<file path="config.mk">
export PLATFORM = sky130hd
export DESIGN_NAME = lc3b_fwd_hazard_unit
export DESIGN_NICKNAME = d
export VERILOG_FILES = /design/src/rtl/lc3b_fwd_hazard_unit.sv
export SDC_FILE = /design/constraint.sdc
export NUM_CORES = 1
export LEC_CHECK = 0
export CORE_MARGIN = 2
export CORE_UTILIZATION = 30
export CTS_BUF_LIST = sky130_fd_sc_hd__clkbuf_8
export CTS_CLUSTER_SIZE = 30
export DETAILED_ROUTE_END_ITERATION = 6
export DONT_BUFFER_PORTS = 1
export SETUP_SLACK_MARGIN = 0.2
export SYNTH_ARGS = -nofsm -noshare
export SYNTH_HDL_FRONTEND = slang
export SYNTH_SLANG_ARGS = --single-unit
</file>
<file path="constraint.sdc">
create_clock -name clk -period 1.86 [get_ports clk]
set_input_delay 0.186 -clock clk [delete_from_list [all_inputs] [get_ports clk]]
set_output_delay 0.186 -clock clk [all_outputs]
set_load 0.005 [all_outputs]
</file>
<file path="src/rtl/lc3b_fwd_hazard_unit.sv">
// rtl/lc3b_fwd_hazard_unit.sv - EX-stage operand forwarding and load-use interlock with stall watchdog
// Optional macro FWD_PERF_EN adds the stall_cycles performance counter output.
module lc3b_fwd_hazard_unit #(
  parameter int NUM_SRC = 2,
  parameter int NUM_FWD = 2,
  parameter int REG_W   = 3,
  parameter int TIMEOUT = 64,
  parameter int SEL_W   = $clog2(NUM_FWD + 1)
) (
  input  logic                       clk,
  input  logic                       rst,
  input  logic [NUM_SRC*REG_W-1:0]   ex_src,
  input  logic [NUM_SRC-1:0]         ex_src_used,
  input  logic [NUM_FWD-1:0]         fwd_reg_write,
  input  logic [NUM_FWD*REG_W-1:0]   fwd_dest,
  input  logic                       mem_is_load,
  input  logic                       mem_resp,
  input  logic                       flush,
  output logic [NUM_SRC*SEL_W-1:0]   fwd_sel,
  output logic                       stall_ex,
  output logic                       hazard_err
`ifdef FWD_PERF_EN
  ,output logic [15:0]               stall_cycles
`endif
);

  localparam int CNT_W = $clog2(TIMEOUT);
  localparam logic [CNT_W-1:0] CNT_MAX = CNT_W'(TIMEOUT - 1);

  typedef enum logic {IDLE, LOAD_WAIT} state_t;

  state_t            state, state_next;
  logic [CNT_W-1:0]  wait_cnt;
  logic              stage0_match;
  logic              load_hit;

  // Descending scan so the nearest (lowest-index) matching stage wins.
  always_comb begin
    fwd_sel      = '0;
    stage0_match = 1'b0;
    for (int i = 0; i < NUM_SRC; i++) begin
      for (int k = NUM_FWD - 1; k >= 0; k--) begin
        if (ex_src_used[i] && fwd_reg_write[k] &&
            fwd_dest[k*REG_W +: REG_W] == ex_src[i*REG_W +: REG_W]) begin
          fwd_sel[i*SEL_W +: SEL_W] = SEL_W'(k + 1);
          if (k == 0) stage0_match = 1'b1;
        end
      end
    end
  end

  assign load_hit = mem_is_load && fwd_reg_write[0] && stage0_match;

  always_ff @(posedge clk) begin
    if (rst) state <= IDLE;
    else     state <= state_next;
  end

  always_comb begin
    state_next = state;
    case (state)
      IDLE:      if (load_hit && !mem_resp && !flush) state_next = LOAD_WAIT;
      LOAD_WAIT: if (flush || mem_resp)               state_next = IDLE;
      default:   state_next = IDLE;
    endcase
  end

  // Stall is purely a function of the current inputs; the FSM only feeds the watchdog.
  always_comb begin
    stall_ex = load_hit && !mem_resp && !flush;
  end

  always_ff @(posedge clk) begin
    if (rst) begin
      wait_cnt   <= '0;
      hazard_err <= 1'b0;
    end else begin
      if (state == LOAD_WAIT && state_next == LOAD_WAIT) begin
        if (wait_cnt != CNT_MAX) wait_cnt <= wait_cnt + 1'b1;
      end else begin
        wait_cnt <= '0;
      end
      if (state == LOAD_WAIT && wait_cnt == CNT_MAX && stall_ex)
        hazard_err <= 1'b1;
    end
  end

`ifdef FWD_PERF_EN
  always_ff @(posedge clk) begin
    if (rst)
      stall_cycles <= '0;
    else if (stall_ex && stall_cycles != 16'hFFFF)
      stall_cycles <= stall_cycles + 16'd1;
  end
`endif

endmodule

</file>
After elaboration in Yosys (flattened, before gate mapping)
Index checks and enable logic that the tools add are counted.
W data, S select, Z words.
{"block": "op_classes", "n_mux": 9, "reduce_logical": 19, "n_addsub": 1, "n_bitwise": 2, "n_eq_ne": 6}
{"operator": "$logic_and A1 B1 Y1", "count": 15}
{"operator": "$eq A3 B3 Y1", "count": 4}
{"operator": "$mux W2", "count": 4}
{"operator": "$add A6 B1 Y6 const B", "count": 1}
{"operator": "$eq A6 B6 Y1 const B", "count": 1}
{"operator": "$ne A6 B6 Y1 const B", "count": 1}
{"operator": "$mux W1", "count": 4}
{"operator": "$logic_not A1 Y1", "count": 2}
{"operator": "$not A1 Y1", "count": 2}
{"operator": "$pmux W1 S2", "count": 1}
{"operator": "$reduce_or A2 Y1", "count": 1}
{"operator": "$logic_or A1 B1 Y1", "count": 1}
{"block": "totals", "elab_cells": 40, "output_inout_bits": 6, "register_bits": 8}

Logic depth before layout (Yosys ltp)
{"block": "depth", "ltp_word": 12, "mapped_depth": 4, "ltp_nobuf": 4}

Worst setup path before layout
OpenSTA, ideal clock, no wires.
{"block": "synth_path", "path_kind": "flip-flop to flip-flop", "startpoint": "register wait_cnt[0]", "endpoint": "register hazard_err", "arrival_ps": 1290, "slack_ps": 497, "synth_period_minus_slack_ps": 1363, "stages_incl_launch_ff": 5, "n_path_buf": 0, "path_cell_list": "dfxtp_1 ha_1 nand3_4 or4b_4 o22ai_2"}
{"block": "synth_via", "elab_chain_len": 3}
{"item": "start: declaration", "line": "33", "rtl": "logic [CNT_W-1:0] wait_cnt;"}
{"item": "start signal: assignment", "line": "79", "rtl": "if (wait_cnt != CNT_MAX) wait_cnt <= wait_cnt + 1'b1;"}
{"item": "$eq A6 B6 Y1", "line": "83", "rtl": "if (state == LOAD_WAIT && wait_cnt == CNT_MAX && stall_ex)"}
{"item": "$logic_and A1 B1 Y1 (2 in series)", "line": "83"}
{"item": "end signal: assignment", "line": "76", "rtl": "hazard_err <= 1'b0;"}
{"item": "end signal: assignment", "line": "84", "rtl": "hazard_err <= 1'b1;"}
{"item": "end: declaration", "line": "21", "rtl": "output logic hazard_err"}
No other way between the ends.
A chain may end at the register's enable or synchronous reset.

Final worst setup path
Same ends and word-level chain as after synthesis.

==> impl_metrics.toml <==
[outcome]
outcome = "finished clean"

[synthesis]
synth_edf_count = 0
synthFlopType = "dfxtp_1"
synthArstFlopShare_pct = 0
avgSynthCellArea_um2 = 9.050
synth_fa_ha_area_share_pct = 2.304
synth_seq_area_share_pct = 29.49
synth_nets = 82
ys_types = 23
synth_top_family_by_area = "simple AND/OR/NAND/NOR gates"
synth_seq_cells = 8
synth.mux.area_fraction_pct = 1.843
synthCells = 60
yosys.area_share.simple_pct = 34.79
synth-xor-area-share_pct = 22.58
ys_warn_count = 0
synth_compound_area_share_pct = 8.295
netlist_area_um2 = 543.0

[place]
post-place-ws_ns = 0.4068
place.port_buffers = 0
gp_congestion = 0.6640
dp_hpwl_um = 826.8

[clocking]
cts_resized = 0
cts_buffers = 3
cts_setup_buffers = 0
cts_buffer_depth = 2
ctsHtreeMaxLevel = 1
clock_latency_ns = 0.23
cts.reportedPaths.clkPinSlew_ns = 0.04
cts.root.buffer_cell = "clkbuf_8"
clock_sinks = 8
tritoncts = "yes"
ctsHoldBuffers = 0

[sta]
tns_ns = 0
finalSetupViolCount = 0
fmax_ghz = 0.6855
clock-skew-final_ns = 0.0006940
worst_pin_slew_ns = 0.3826
timing.slew.headroom_pct = 74.28
slew_violations = 0
grt_setup_unrepaired = "false"
period_minus_slack_ns = 1.459
period_share_pct = 78.43
hold_viol = 0
worst_slack_ns = 0.4013

[cells_and_area]
drive_gt1_share_pct = 15.87
diodes = 0
regArea_um2 = 160.2
final_nets = 87
multi_input_area_um2 = 379.1
n_fill_cell = 179
syn2layout_area_growth_pct = 13.36

[run]
maxCapViolCount = 0

[floorplan]
dieHeight_um = 46.55
rows = 15
pin_count = 27
start_util_pct = 31.79
die_area_mm2 = 0.002166
coreArea_mm2 = 0.001708
die_x_um = 46.55

[power_and_ir_drop]
total_power_mw = 0.4131
power.density_mw_per_mm2 = 671.0
ir_drop_mv = 0.2165
leakagePower_nw = 0.1996

[routing]
drt_iter0_drc = 1
wl_per_cell_um = 11.19
wirelength_um = 985
vias = 443
drtAntennaViolNets = 0
drc_errors = 0
via_per_inst = 5.034
first_pass_iters = 2

[setup_path]
end_kind = "register"
worstSetupPathType = "reg -> reg"
crit_path_start_kind = "register"
cp_max_fo = 6
crit_required_ns = 2.02
cp_data_arrival_time_ns = 1.62

[global_route]
grt_pass1_wl_mm = 1.587
grt_pass1_vias = 449
grt_max_degree = 8
antenna_found_initial = 0
grtUsageTotal_pct = 11.24
grt_overflow = 0

[hold_path]
worstHoldPathType = "in -> reg"
-- worst max-delay path, cell delays in order, from the launching register on --
cell and delay [ns]:
dfxtp_1 0.37, ha_1 0.31, nand3_4 0.13, or4b_4 0.50
o22ai_2 0.09
-- state kept, by name, summed over array words and instances (netlist names) --
signal,count
state,1
wait_cnt,6
hazard_err,1
-- per-layer routing --
metal  up-vias  part of all wire (%)  global-route usage [%]
li1        221                     -                       -
met1       192                    38                   10.72
met2        25                    46                   18.61
met3         5                    10                   1.569
met4         0                   6.0                   13.71
met5         -                     0                       0
-- where the power goes --
part	switching (mW)	internal (mW)
Clock	0.0689	0.140
Combinational	0.0151	0.0163
Sequential	0.0000609	0.172
Total	0.0841	0.329
-- layout make-up --
| class | count | area share [%] |
|---|---|---|
| clock buffers | 3 | 6.707 |
| well taps | 25 | 5.081 |
| inverters | 1 | 0.6098 |
| flip-flops and latches | 8 | 26.02 |
| multi-input cells | 51 | 61.59 |
-- cell usage after synthesis, types with 2 or more instances --
library cell	count	area [µm²]
nand3_1	5	25.02
nor3_1	2	10.01
nor2_1	9	33.78
xnor2_1	3	26.28
nand2_1	4	15.01
nor4_2	2	25.02
dfxtp_1	8	160.2
nor4_1	2	12.51
xor2_1	11	96.34
-- path summary, 6_finish.rpt --
| path | start | endpoint | slack (ns) | depth (start not counted) |
|---|---|---|---|---|
| hold reg to reg | state | state | 0.48 | 1 |
| setup / recovery | wait_cnt[0] | hazard_err | 0.40 | 4 |
| setup reg to reg | wait_cnt[0] | hazard_err | 0.40 | 4 |
| hold / removal | rst | hazard_err | 0.05 | 1 |
-- logic make-up (layout without fill, tap and decap cells) --
family          Yosys count  in the layout
compound gates            5              5
fa+ha+maj                 1              1
buf+inv                   1              4
flops                     8              8
xor+xnor                 14             14
simple gates             30             30
mux                       1              1
-- cell usage in the layout (no fill, tap or decap) --
cell	n
nor3_1	2
nand3_4	1
ha_1	1
inv_1	1
nand2_1	4
mux2i_1	1
o22ai_2	1
and3_4	1
xor2_1	11
or4b_4	1
or4b_1	1
o41ai_2	1
nor2_1	9
nor4_2	2
a21oi_1	1
nor3b_1	1
nand3_1	5
a31oi_1	1
nand3b_1	1
nor4_1	2
o21ai_0	1
clkbuf_8	3
dfxtp_1	8
xnor2_1	3
-- through the flow --
step / cell area [µm²] / hold slack [ns] / cells / utilization, %
floorplan: 543.0 / 0.2863 / 60 / -
global placement: 574.3 / 0.2881 / 85 / 33.63
detailed placement: 574.3 / 0.2902 / 85 / 33.63
finish: 615.6 / 0.05121 / 88 / 36.04
global route: 615.6 / 0.04647 / 88 / 36.04
CTS: 615.6 / 0.04535 / 88 / 36.04
No activity file was read; power rests on OpenSTA's default activity.
==> variant 1: new RTL, same flow settings <==
Build with the macro `FWD_PERF_EN` defined.
--- a/src/rtl/lc3b_fwd_hazard_unit.sv
+++ b/src/rtl/lc3b_fwd_hazard_unit.sv
@@ -2,2 +2,4 @@
 // Optional macro FWD_PERF_EN adds the stall_cycles performance counter output.
+`define FWD_PERF_EN
+
 module lc3b_fwd_hazard_unit #(
Check against the original RTL (old outputs only; new: stall_cycles): equivalent (equiv_simple and equiv_induct, registers matched by name and starting in step).
==> variant 1 against the original RTL <==
Combinational power grew 66%. Critical path type unchanged. Sequential power rose to 3.0 times the old value. Worst setup slack got worse by 0.19 ns. Wire length increased to 3.5 times the old value. Largest cell class unchanged. Power increased by 120%. Sequential cell count up 16. Largest power group is now sequential cells. Synthesized area up 150%. Final area rose to 2.7 times the old value.
==> variant 1: results (changes against the original RTL) <==
metric;value;unit;change
fillers;452;;+150%
skew final;0.002317;ns;+0.001623 ns
Largest stage delay, worst path;0.37;ns;-0.13 ns
CTS tree;built;;
top flop regs;stall_cycles: 16 flops, wait_cnt: 6 flops;;
commonest cells in the netlist;dfxtp_1, nor2_1, a21oi_1, xor2_1, nand3_1;;
P_sw;199.0;uW;+140%
drt first pass iters;4;;+2
fraction of area in registers;29.69;%;+3.7 points
dpl ws;0.05602;ns;-0.3507 ns
slew margin rel.;63.98;%;-10 points
Reg clk slew, reported paths;0.09;ns;+0.05 ns
largest cells by area after synthesis;dfxtp_1, xor2_1, o31ai_1, or4_1, nor2_1;;
Power Density;550.6;nW/um2;-18%
Yosys reg bits;24;;+16
Leak;0.5509;nW;+180%
status;finished, final reports clean;;
via count;1277;;+190%
final WL;3.441;mm;+250%
sequential power;509;uW;+200%
vias per cell;5.601;;+11%
FP Rows;24;;+9
DR iter-0 viols;118;;+117
largest net degree at the start of global routing;14;;+6
layout cells sized above 1;25.57;%;+9.7 points
multiplexer share of the synthesized area;4.085;%;+2.2 points
first-pass GRT wire length;5.685;mm;+260%
ClkCell Share;3.291;%;-3.4 points
bufs w/o clock;18;;+18
Synth Area in Adders;1.857;%;-0.45 points
sequential fraction of the synthesis area;35.65;%;+6.2 points
CP Max Fanout;5;;-1
clock buffers;4;;+1
Inverters;2;;+1
post-DP HPWL;2.478;mm;+200%
DP Area;1548;um2;+170%
GRT Util Overall;13.77;%;+2.5 points
Syn Nets;182;;+120%
Reg area;496.7;um2;+210%
Nets;200;;+130%
multi-input logic area;910.9;um2;+140%
worst vdd ir;0.2132;mV;-1.5%
Placer Congestion;0.7709;;+16%
Avg Cell Area, Syn;8.475;um2;-6.4%
CP max-delay cell;dfxtp_4;;
Netlist cell types;34;;+48%
multi-input gate count;128;;+150%
number of CTS-inserted buffers;3;;unchanged
vias in the first global route;1182;;+160%
Placed Cells;222;;+160%
worst endpoint data arrival time;1.81;ns;+0.19 ns
xor and xnor area share after synthesis;9.099;%;-13 points
clock latency on the worst-skew pair;0.27;ns;+0.04 ns
-- variant 1: per-layer routing --
layer  GRT usage (%)  routed length (um)  part of all wire, %
met1           18.35                1461                   42
met3           3.561                 257                  7.5
met2           20.87                1629                   47
met5               0                   0                    0
met4           6.289                  92                  2.7
-- variant 1: repair_timing --
| action | CTS | global route |
|---|---|---|
| resized for setup | 8 | 9 |
| setup endpoints to repair | 6 | 15 |
| pin swaps | 0 | 3 |
| hold buffers | 1 | 0 |
| buffers inserted | 0 | 1 |
| endpoints found under the hold margin | 13 | 0 |
-- variant 1: path summary, 6_finish.rpt --
check                                     start         endpoint  slack, ns  cells after the start
worst min register to register            state            state       0.49                      1
worst max register to register  stall_cycles[6]  stall_cycles[6]       0.21                      5
worst min-delay path                        rst            state       0.01                      1
worst max-delay path            stall_cycles[6]  stall_cycles[6]       0.21                      5
==> variant 2: new RTL, config.mk and constraints unchanged <==
Made on the original files. Put one more register stage on the output `hazard_err`, without a reset. The value now appears one clock later. The other outputs are not delayed to match.
--- a/src/rtl/lc3b_fwd_hazard_unit.sv
+++ b/src/rtl/lc3b_fwd_hazard_unit.sv
@@ -30,2 +30,4 @@
   typedef enum logic {IDLE, LOAD_WAIT} state_t;
+
+  logic hazard_err_s0;
 
@@ -75,3 +77,3 @@
       wait_cnt   <= '0;
-      hazard_err <= 1'b0;
+      hazard_err_s0 <= 1'b0;
     end else begin
@@ -83,3 +85,3 @@
       if (state == LOAD_WAIT && wait_cnt == CNT_MAX && stall_ex)
-        hazard_err <= 1'b1;
+        hazard_err_s0 <= 1'b1;
     end
@@ -96,2 +98,6 @@
 
+  always_ff @(posedge clk) begin
+    hazard_err <= hazard_err_s0;
+  end
+
 endmodule
Formal check against the unedited RTL: no difference found for any inputs over 10 cycles, from zero or initial values and one cycle with rst high; that may be too few to reach the edited logic, so the function may still have changed.
==> variant 2 against the original RTL <==
Core utilization up 0.48 points. Critical path depth unchanged. Power up 8.7%. Worst setup slack better by 0.013 ns. Sequential cell count up 1. Via count down 0.45%. Synthesized area up 2.1%. Final area up 2.4%. Wire length up 0.41%. Global-route usage down 0.53 points. Synthesized cell count up 1.7%. First-iteration DRC count rose to 10 times the old value. Largest cell class unchanged.
==> variant 2: results (changes against the original RTL) <==
metric;value;unit;change
cell-internal power;353.8;uW;+7.6%
Wirelength per Cell;10.99;um;-1.8%
met3 WL;130;um;+29%
post-DP HPWL;842.4;um;+1.9%
vias in the first global route;407;;-9.4%
GRT Util Overall;10.71;%;-0.53 points
Nets;88;;+1.1%
drt first pass iters;4;;+2
Synth Area in Compound Gates;6.546;%;-1.7 points
worst vdd ir;0.2137;mV;-1.3%
commonest cells in the netlist;xor2_1, dfxtp_1, nor2_1;;
xor and xnor area share after synthesis;22.12;%;-0.46 points
multiplexer share of the synthesized area;1.806;%;-0.037 points
status;finished, final reports clean;;
top layer in use;met3;;
Leak;0.2068;nW;+3.6%
Synth Area in Adders;2.257;%;-0.047 points
DR iter-0 viols;10;;+9
Placer Congestion;0.7714;;+16%
sequential fraction of the synthesis area;32.51;%;+3.0 points
skew final;0.005129;ns;+0.004435 ns
Tcrit/Tclk final;77.71;%;-0.72 points
via count;441;;-0.45%
fillers;190;;+6.1%
Syn Nets;83;;+1.2%
-- variant 2: changes by cell type after synthesis, sizes merged --
cell	unedited run	this run
o41ai	1	0
dfxtp	8	9
o31ai	0	1
-- variant 2: cell families (layout without fill, tap and decap cells) --
family	Yosys count	after routing
AO/OA/AOI/OAI	5	5
XOR/XNOR	14	14
adder cells (fa/ha/maj)	1	1
buffers and inverters	1	5
flip-flops	9	9
multiplexers	1	1
AND/OR/NAND/NOR	30	30
-- variant 2: final cells by class --
cell class	count	area (um2)	share of cell area (%)
clock buffers	3	41.29	6.548
clock inverters	1	3.754	0.5952
inverters	1	3.754	0.5952
multi-input cells	51	370.4	58.73
flip-flops and latches	9	180.2	28.57
well taps	25	31.28	4.960
-- variant 2: final timing paths --
kind                  from             to  cells after the start
max            wait_cnt[0]  hazard_err_s0                      4
min reg2reg  hazard_err_s0     hazard_err                      0
max reg2reg    wait_cnt[0]  hazard_err_s0                      4
min                    rst  hazard_err_s0                      1
-- variant 2: per-stage QoR --
step                      util, %  instances  instance area [um2]  hold slack [ns]
after global routing        36.52         90                630.6          0.03971
after detailed placement    33.91         86                585.6           0.2888
after floorplan                 -         61                554.3           0.2863
final                       36.52         90                630.6          0.05042
after global placement      33.91         86                585.6           0.2874
after CTS                   36.52         90                630.6          0.04665
-- variant 2: metal layers --
layer,global-route usage (%),vias up
met3,5.769,0
met4,6.667,0
met1,12.44,186
met5,0,-
li1,-,225
met2,15.34,30
-- variant 2: power by group through the flow --
stage	combinational [mW]	clock [mW]	sequential, mW
6_report	0.0318	0.224	0.194
3_3_place_gp	0.0318	0	0.197
4_1_cts	0.0327	0.226	0.194
2_1_floorplan	0.0279	0	0.197
3_5_place_dp	0.0326	0	0.197
5_1_grt	0.0362	0.240	0.193
